### src/rtl/bound_flasher_multi.sv
// bound_flasher_multi: parametrised thermometer bound flasher (UP1/DN1/UP2/DN2).
// Optional mirrored fill direction enabled by defining BOUND_FLASHER_MIRROR_EN.
module bound_flasher_multi #(
  parameter int N_LED    = 16,
  parameter int LO1      = 5,
  parameter int HI2      = 10,
  parameter int KICK_A   = 5,
  parameter int KICK_B   = 0,
  parameter int STEP_DIV = 1
) (
  input  logic             CLK,
  input  logic             RST,
  input  logic             FLICK,
`ifdef BOUND_FLASHER_MIRROR_EN
  input  logic             MIRROR,
`endif
  output logic [N_LED-1:0] LED,
  output logic             BUSY,
  output logic [2:0]       PHASE
);

  localparam int CW = $clog2(N_LED + 1);
  localparam int TW = (STEP_DIV > 1) ? $clog2(STEP_DIV) : 1;

  localparam logic [CW-1:0] C_N  = CW'(N_LED);
  localparam logic [CW-1:0] C_LO = CW'(LO1);
  localparam logic [CW-1:0] C_HI = CW'(HI2);
  localparam logic [CW-1:0] C_KA = CW'(KICK_A);
  localparam logic [CW-1:0] C_KB = CW'(KICK_B);
  localparam logic [TW-1:0] T_LAST = TW'(STEP_DIV - 1);

  typedef enum logic [2:0] {
    S_IDLE = 3'd0,
    S_UP1  = 3'd1,
    S_DN1  = 3'd2,
    S_UP2  = 3'd3,
    S_DN2  = 3'd4
  } state_t;

  state_t          state_q, state_d;
  logic [CW-1:0]   cnt_q, cnt_d;
  logic [TW-1:0]   tick_q, tick_d;
  logic [N_LED-1:0] led_q, led_d;
  logic [N_LED-1:0] therm;
  logic            busy_q;
  logic [2:0]      phase_q;
  logic            tick;
  logic            kick;

`ifdef BOUND_FLASHER_MIRROR_EN
  logic            mirror_q, mirror_d;
`endif

  assign tick = (tick_q == T_LAST);
  assign kick = FLICK && ((cnt_q == C_KA) || (cnt_q == C_KB));

  // Next state, LED count and step prescaler.
  always_comb begin
    state_d = state_q;
    cnt_d   = cnt_q;
    tick_d  = '0;
    if (state_q != S_IDLE) begin
      tick_d = tick ? '0 : tick_q + 1'b1;
    end
    unique case (state_q)
      S_IDLE: begin
        if (FLICK) begin
          state_d = S_UP1;
          cnt_d   = '0;
        end
      end
      S_UP1: begin
        if (tick) begin
          if (cnt_q == C_N) begin
            state_d = S_DN1;
            cnt_d   = C_N - 1'b1;
          end else begin
            cnt_d = cnt_q + 1'b1;
          end
        end
      end
      S_DN1: begin
        if (tick) begin
          if (kick) begin
            state_d = S_UP1;
            cnt_d   = cnt_q + 1'b1;
          end else if (cnt_q > C_LO) begin
            cnt_d = cnt_q - 1'b1;
          end else begin
            state_d = S_UP2;
            cnt_d   = C_LO + 1'b1;
          end
        end
      end
      S_UP2: begin
        if (tick) begin
          if (cnt_q == C_HI) begin
            state_d = S_DN2;
            cnt_d   = C_HI - 1'b1;
          end else begin
            cnt_d = cnt_q + 1'b1;
          end
        end
      end
      S_DN2: begin
        if (tick) begin
          if (kick) begin
            state_d = S_UP1;
            cnt_d   = cnt_q + 1'b1;
          end else if (cnt_q != '0) begin
            cnt_d = cnt_q - 1'b1;
          end else begin
            state_d = S_IDLE;
            cnt_d   = '0;
          end
        end
      end
      default: begin
        state_d = S_IDLE;
        cnt_d   = '0;
      end
    endcase
  end

`ifdef BOUND_FLASHER_MIRROR_EN
  // Fill direction is captured only when a sequence starts.
  always_comb begin
    mirror_d = mirror_q;
    if ((state_q == S_IDLE) && FLICK) begin
      mirror_d = MIRROR;
    end
  end
`endif

  // Thermometer decode of the next count, optionally bit-reversed.
  always_comb begin
    therm = '0;
    led_d = '0;
    for (int i = 0; i < N_LED; i++) begin
      therm[i] = (CW'(i) < cnt_d);
    end
    for (int i = 0; i < N_LED; i++) begin
`ifdef BOUND_FLASHER_MIRROR_EN
      led_d[i] = mirror_d ? therm[N_LED-1-i] : therm[i];
`else
      led_d[i] = therm[i];
`endif
    end
  end

  // State, count, prescaler and registered outputs.
  always_ff @(posedge CLK or posedge RST) begin
    if (RST) begin
      state_q  <= S_IDLE;
      cnt_q    <= '0;
      tick_q   <= '0;
      led_q    <= '0;
      busy_q   <= 1'b0;
      phase_q  <= 3'd0;
`ifdef BOUND_FLASHER_MIRROR_EN
      mirror_q <= 1'b0;
`endif
    end else begin
      state_q  <= state_d;
      cnt_q    <= cnt_d;
      tick_q   <= tick_d;
      led_q    <= led_d;
      busy_q   <= (state_d != S_IDLE);
      phase_q  <= state_d;
`ifdef BOUND_FLASHER_MIRROR_EN
      mirror_q <= mirror_d;
`endif
    end
  end

  assign LED   = led_q;
  assign BUSY  = busy_q;
  assign PHASE = phase_q;

endmodule

### config.mk
export PLATFORM = sky130hd
export DESIGN_NAME = bound_flasher_multi
export DESIGN_NICKNAME = d
export VERILOG_FILES = /design/src/rtl/bound_flasher_multi.sv
export SDC_FILE = /design/constraint.sdc
export NUM_CORES = 1
export LEC_CHECK = 0
export CORE_MARGIN = 3
export CORE_UTILIZATION = 35
export CTS_CLUSTER_SIZE = 30
export DETAILED_ROUTE_END_ITERATION = 16
export GPL_TIMING_DRIVEN = 0
export SYNTH_ARGS = -nofsm -noshare
export SYNTH_HDL_FRONTEND = slang
export SYNTH_SLANG_ARGS = --single-unit
### constraint.sdc
create_clock -name CLK -period 2.82 [get_ports CLK]
set_clock_uncertainty 0.2 [all_clocks]
set_input_delay 0.423 -clock CLK [delete_from_list [all_inputs] [get_ports CLK]]
set_output_delay 0.423 -clock CLK [all_outputs]
set_load 0.01 [all_outputs]
==> results of run 1 <==
[worst max-delay path: stages (launching register included)]
cell and delay (ns):
dfrtp_2 0.46, inv_2 0.11, ha_4 0.16, or4b_4 0.48, nand2b_2 0.11, a21boi_1 0.09, or3_1 0.38, a22oi_2 0.17
buf_4 0.17, and2_1 0.14, o21ai_1 0.09
[logic make-up after synthesis]
group	share of synthesized area [%]
xor gates and xnor gates	2.507
adders and majority gates	3.581
muxes	2.506
AOI/OAI and AO/OA	18.09
buffers and inverters	6.803
DFF	42.97
and+or+nand+nor	23.54
[cells in the final DEF (no fill, tap or decap), types with 4 or more instances in the layout]
| cell | count |
|---|---|
| inv_1 | 8 |
| nor2_1 | 9 |
| nand2_1 | 9 |
| buf_4 | 10 |
| nand2b_1 | 4 |
| nand3_1 | 5 |
| clkbuf_1 | 5 |
| o21ai_1 | 4 |
| o21ai_0 | 10 |
| clkdlybuf4s50_1 | 22 |
| a21oi_1 | 6 |
| dfrtp_1 | 22 |
[sequential cells by signal, indices dropped and copies added, names as in the netlist]
signal  flops
LED        15
cnt_q       5
PHASE       3
BUSY        1
[routing by layer]
| layer | wire [um] | part of all wire (%) |
|---|---|---|
| met1 | 1494 | 46 |
| met2 | 1561 | 48 |
| met3 | 123 | 3.8 |
| met4 | 46 | 1.4 |
| met5 | 0 | 0 |
[path summary, 6_finish.rpt]
kind | cells after the start | from | slack, ns | endpoint
min | 2 | RST | 0.44 | LED[2]
max in group asynchronous | 2 | RST | 1.40 | cnt_q[1]
max | 10 | cnt_q[0] | 0.14 | LED[12]
min in group CLK | 2 | PHASE[2] | 0.46 | PHASE[0]
min reg2reg | 2 | PHASE[2] | 0.46 | PHASE[0]
max reg2reg | 10 | cnt_q[0] | 0.14 | LED[12]
[cells in the mapped netlist (2+ instances only)]
cell type,instances,area share (%)
dfrtp_1,24,43
o21ai_0,10,3.6
inv_1,9,2.4
nand2_1,9,2.4
nor2_1,9,2.4
a21oi_1,6,2.1
clkbuf_1,5,1.3
nand3_1,5,1.8
ha_1,4,3.6
nand2b_1,4,1.8
o21ai_1,4,1.4
and2_1,3,1.3
nor3_1,3,1.1
nor3b_1,3,1.6
a22oi_1,2,1.1
and3_1,2,0.90
buf_4,2,1.1
buf_6,2,1.6
mux2i_1,2,1.4
nand3b_1,2,1.1
nor2b_1,2,0.90
o211ai_1,2,1.1
or2_1,2,0.90
or2_2,2,0.90
or3_1,2,0.90
xnor2_1,2,1.3
xor2_1,2,1.3
[cell type report]
class	instances	share of cell area, %
buffer	10	3.300
inverter	9	1.818
sequential	24	32.46
clock inverter	1	1.616
tap	48	3.232
timing repair buffer	30	15.08
clock buffer	3	2.222
multi-input combinational	103	40.27
[report_power, final]
part | internal, mW | total [mW] | switching [mW]
sequential | 0.500 | 0.581 | 0.0803
clock | 0.190 | 0.298 | 0.108
combinational | 0.723 | 1.49 | 0.770
total | 1.41 | 2.37 | 0.958
[through the flow]
step	hold WS [ns]	setup WS [ns]	TNS [ns]	std cells	utilization, %
finish	0.4361	0.1384	0	228	49.63
detailed placement	0.4516	-0.2492	-2.168	216	44.82
floorplan	0.2376	0.1886	0	146	-
global placement	0.4460	-0.2393	-2.079	216	44.82
global route	0.5336	0.008949	0	228	49.63
CTS	0.4624	0.01378	0	222	47.46
[what timing repair did]
item	CTS	global route
setup endpoints to repair	14	16
pin swaps	3	1
buffers inserted	2	6
gates resized for setup	3	8
hold buffers	0	0
==> out/qor.txt, run 1 <==
synthesis-stage register bit count = 24
synthesized area = 0.001398 mm2
Post-Route WL = 3226 um
syn avg cell area = 9.573 um2
Worst Path Required = 2.76 ns
status = complete, no violations
crit-path max FO = 7
GP Congestion = 0.9098
sequential share of the synthesized area = 42.97%
CTS root buf = clkbuf_8
antenna violations before repair = 0
vias in the first global route = 1162
Core ar. = 0.003744 mm2
EDFF count, synth = 0
HP Class = input pin to async pin
RSZ-0062 raised after global routing = no
DR vias/cell = 5.136
Max-cap violations = 0
Worst-path clk slew = 0.09 ns
Slew Viols, Final = 0
Initial Util = 37.33%
final hold vios = 0
die height = 69.19 um
fill cell count = 370
first-pass GRT wire length = 5382 um
total power = 2.372 mW
Final nets = 188
CP Capture Type = flop
grt total ovfl = 0
Async SR Flop Fraction = 100.0%
ANT cells = 0
gr busiest metal = met2
Design Area, Final = 0.001858 mm2
Ys Warns = 0
Sink Count = 24
Syn Nets = 153
Worst Setup Start Kind = flop
clock latency on the worst-skew pair = 0.27 ns
CTS tree = done
placed instance area = 0.001678 mm2
HPWL Detailed = 2290 um
Inserted Clock Buffers = 3
Post-DRT Antenna Nets = 0
fin crit period = 2.682 ns
pwr dens = 1276 mW/mm2
met3 usage = 3.913%
setup violators final = 0
Cell variety after synth = 49
total track usage = 13.53%
WP data arrival = 2.63 ns
GR Util met1 = 17.45%
Slew headroom = 42.07%
Multi-input gate area = 748.2 um2
H-tree levels = 1
IO Port Bufs = 22
M2 GR Usage = 22.88%
Die Span X = 69.19 um
register area = 603.1 um2
Max IR drop VDD = 620.5 uV
DRC Markers = 0
clock tree buffer depth = 2
final worst-path cycle share = 95.09%
# rows = 22
DRT iter0 DRCs = 80
Achievable Freq = 372.9 MHz
Mapped Cells = 146
layout cells sized above 1 = 20.56%
via count = 1171
largest net degree at the start of global routing = 25
area delta synth->final = 32.95%
cell leakage power = 0.7966 nW
DR WL/cell = 14.15 um
Synth Flop Type = dfrtp_1
I/O Pins = 23
Worst Tran Pin Value = 0.8680 ns
Crit Path Category = flop to flop
die area = 0.004787 mm2
drt pass-1 iters = 4
No activity file was read; power rests on OpenSTA's default activity.
==> run 2, diff against run 1 <==
--- a/config.mk
+++ b/config.mk
@@ -7,9 +7,9 @@
 export LEC_CHECK = 0
 export CORE_MARGIN = 3
 export CORE_UTILIZATION = 35
-export CTS_CLUSTER_SIZE = 30
 export DETAILED_ROUTE_END_ITERATION = 16
 export GPL_TIMING_DRIVEN = 0
 export SYNTH_ARGS = -nofsm -noshare
 export SYNTH_HDL_FRONTEND = slang
 export SYNTH_SLANG_ARGS = --single-unit
+export TNS_END_PERCENT = 5
==> results of run 2 <==
Final layout, timing and power as in run 1 (identical DEF).
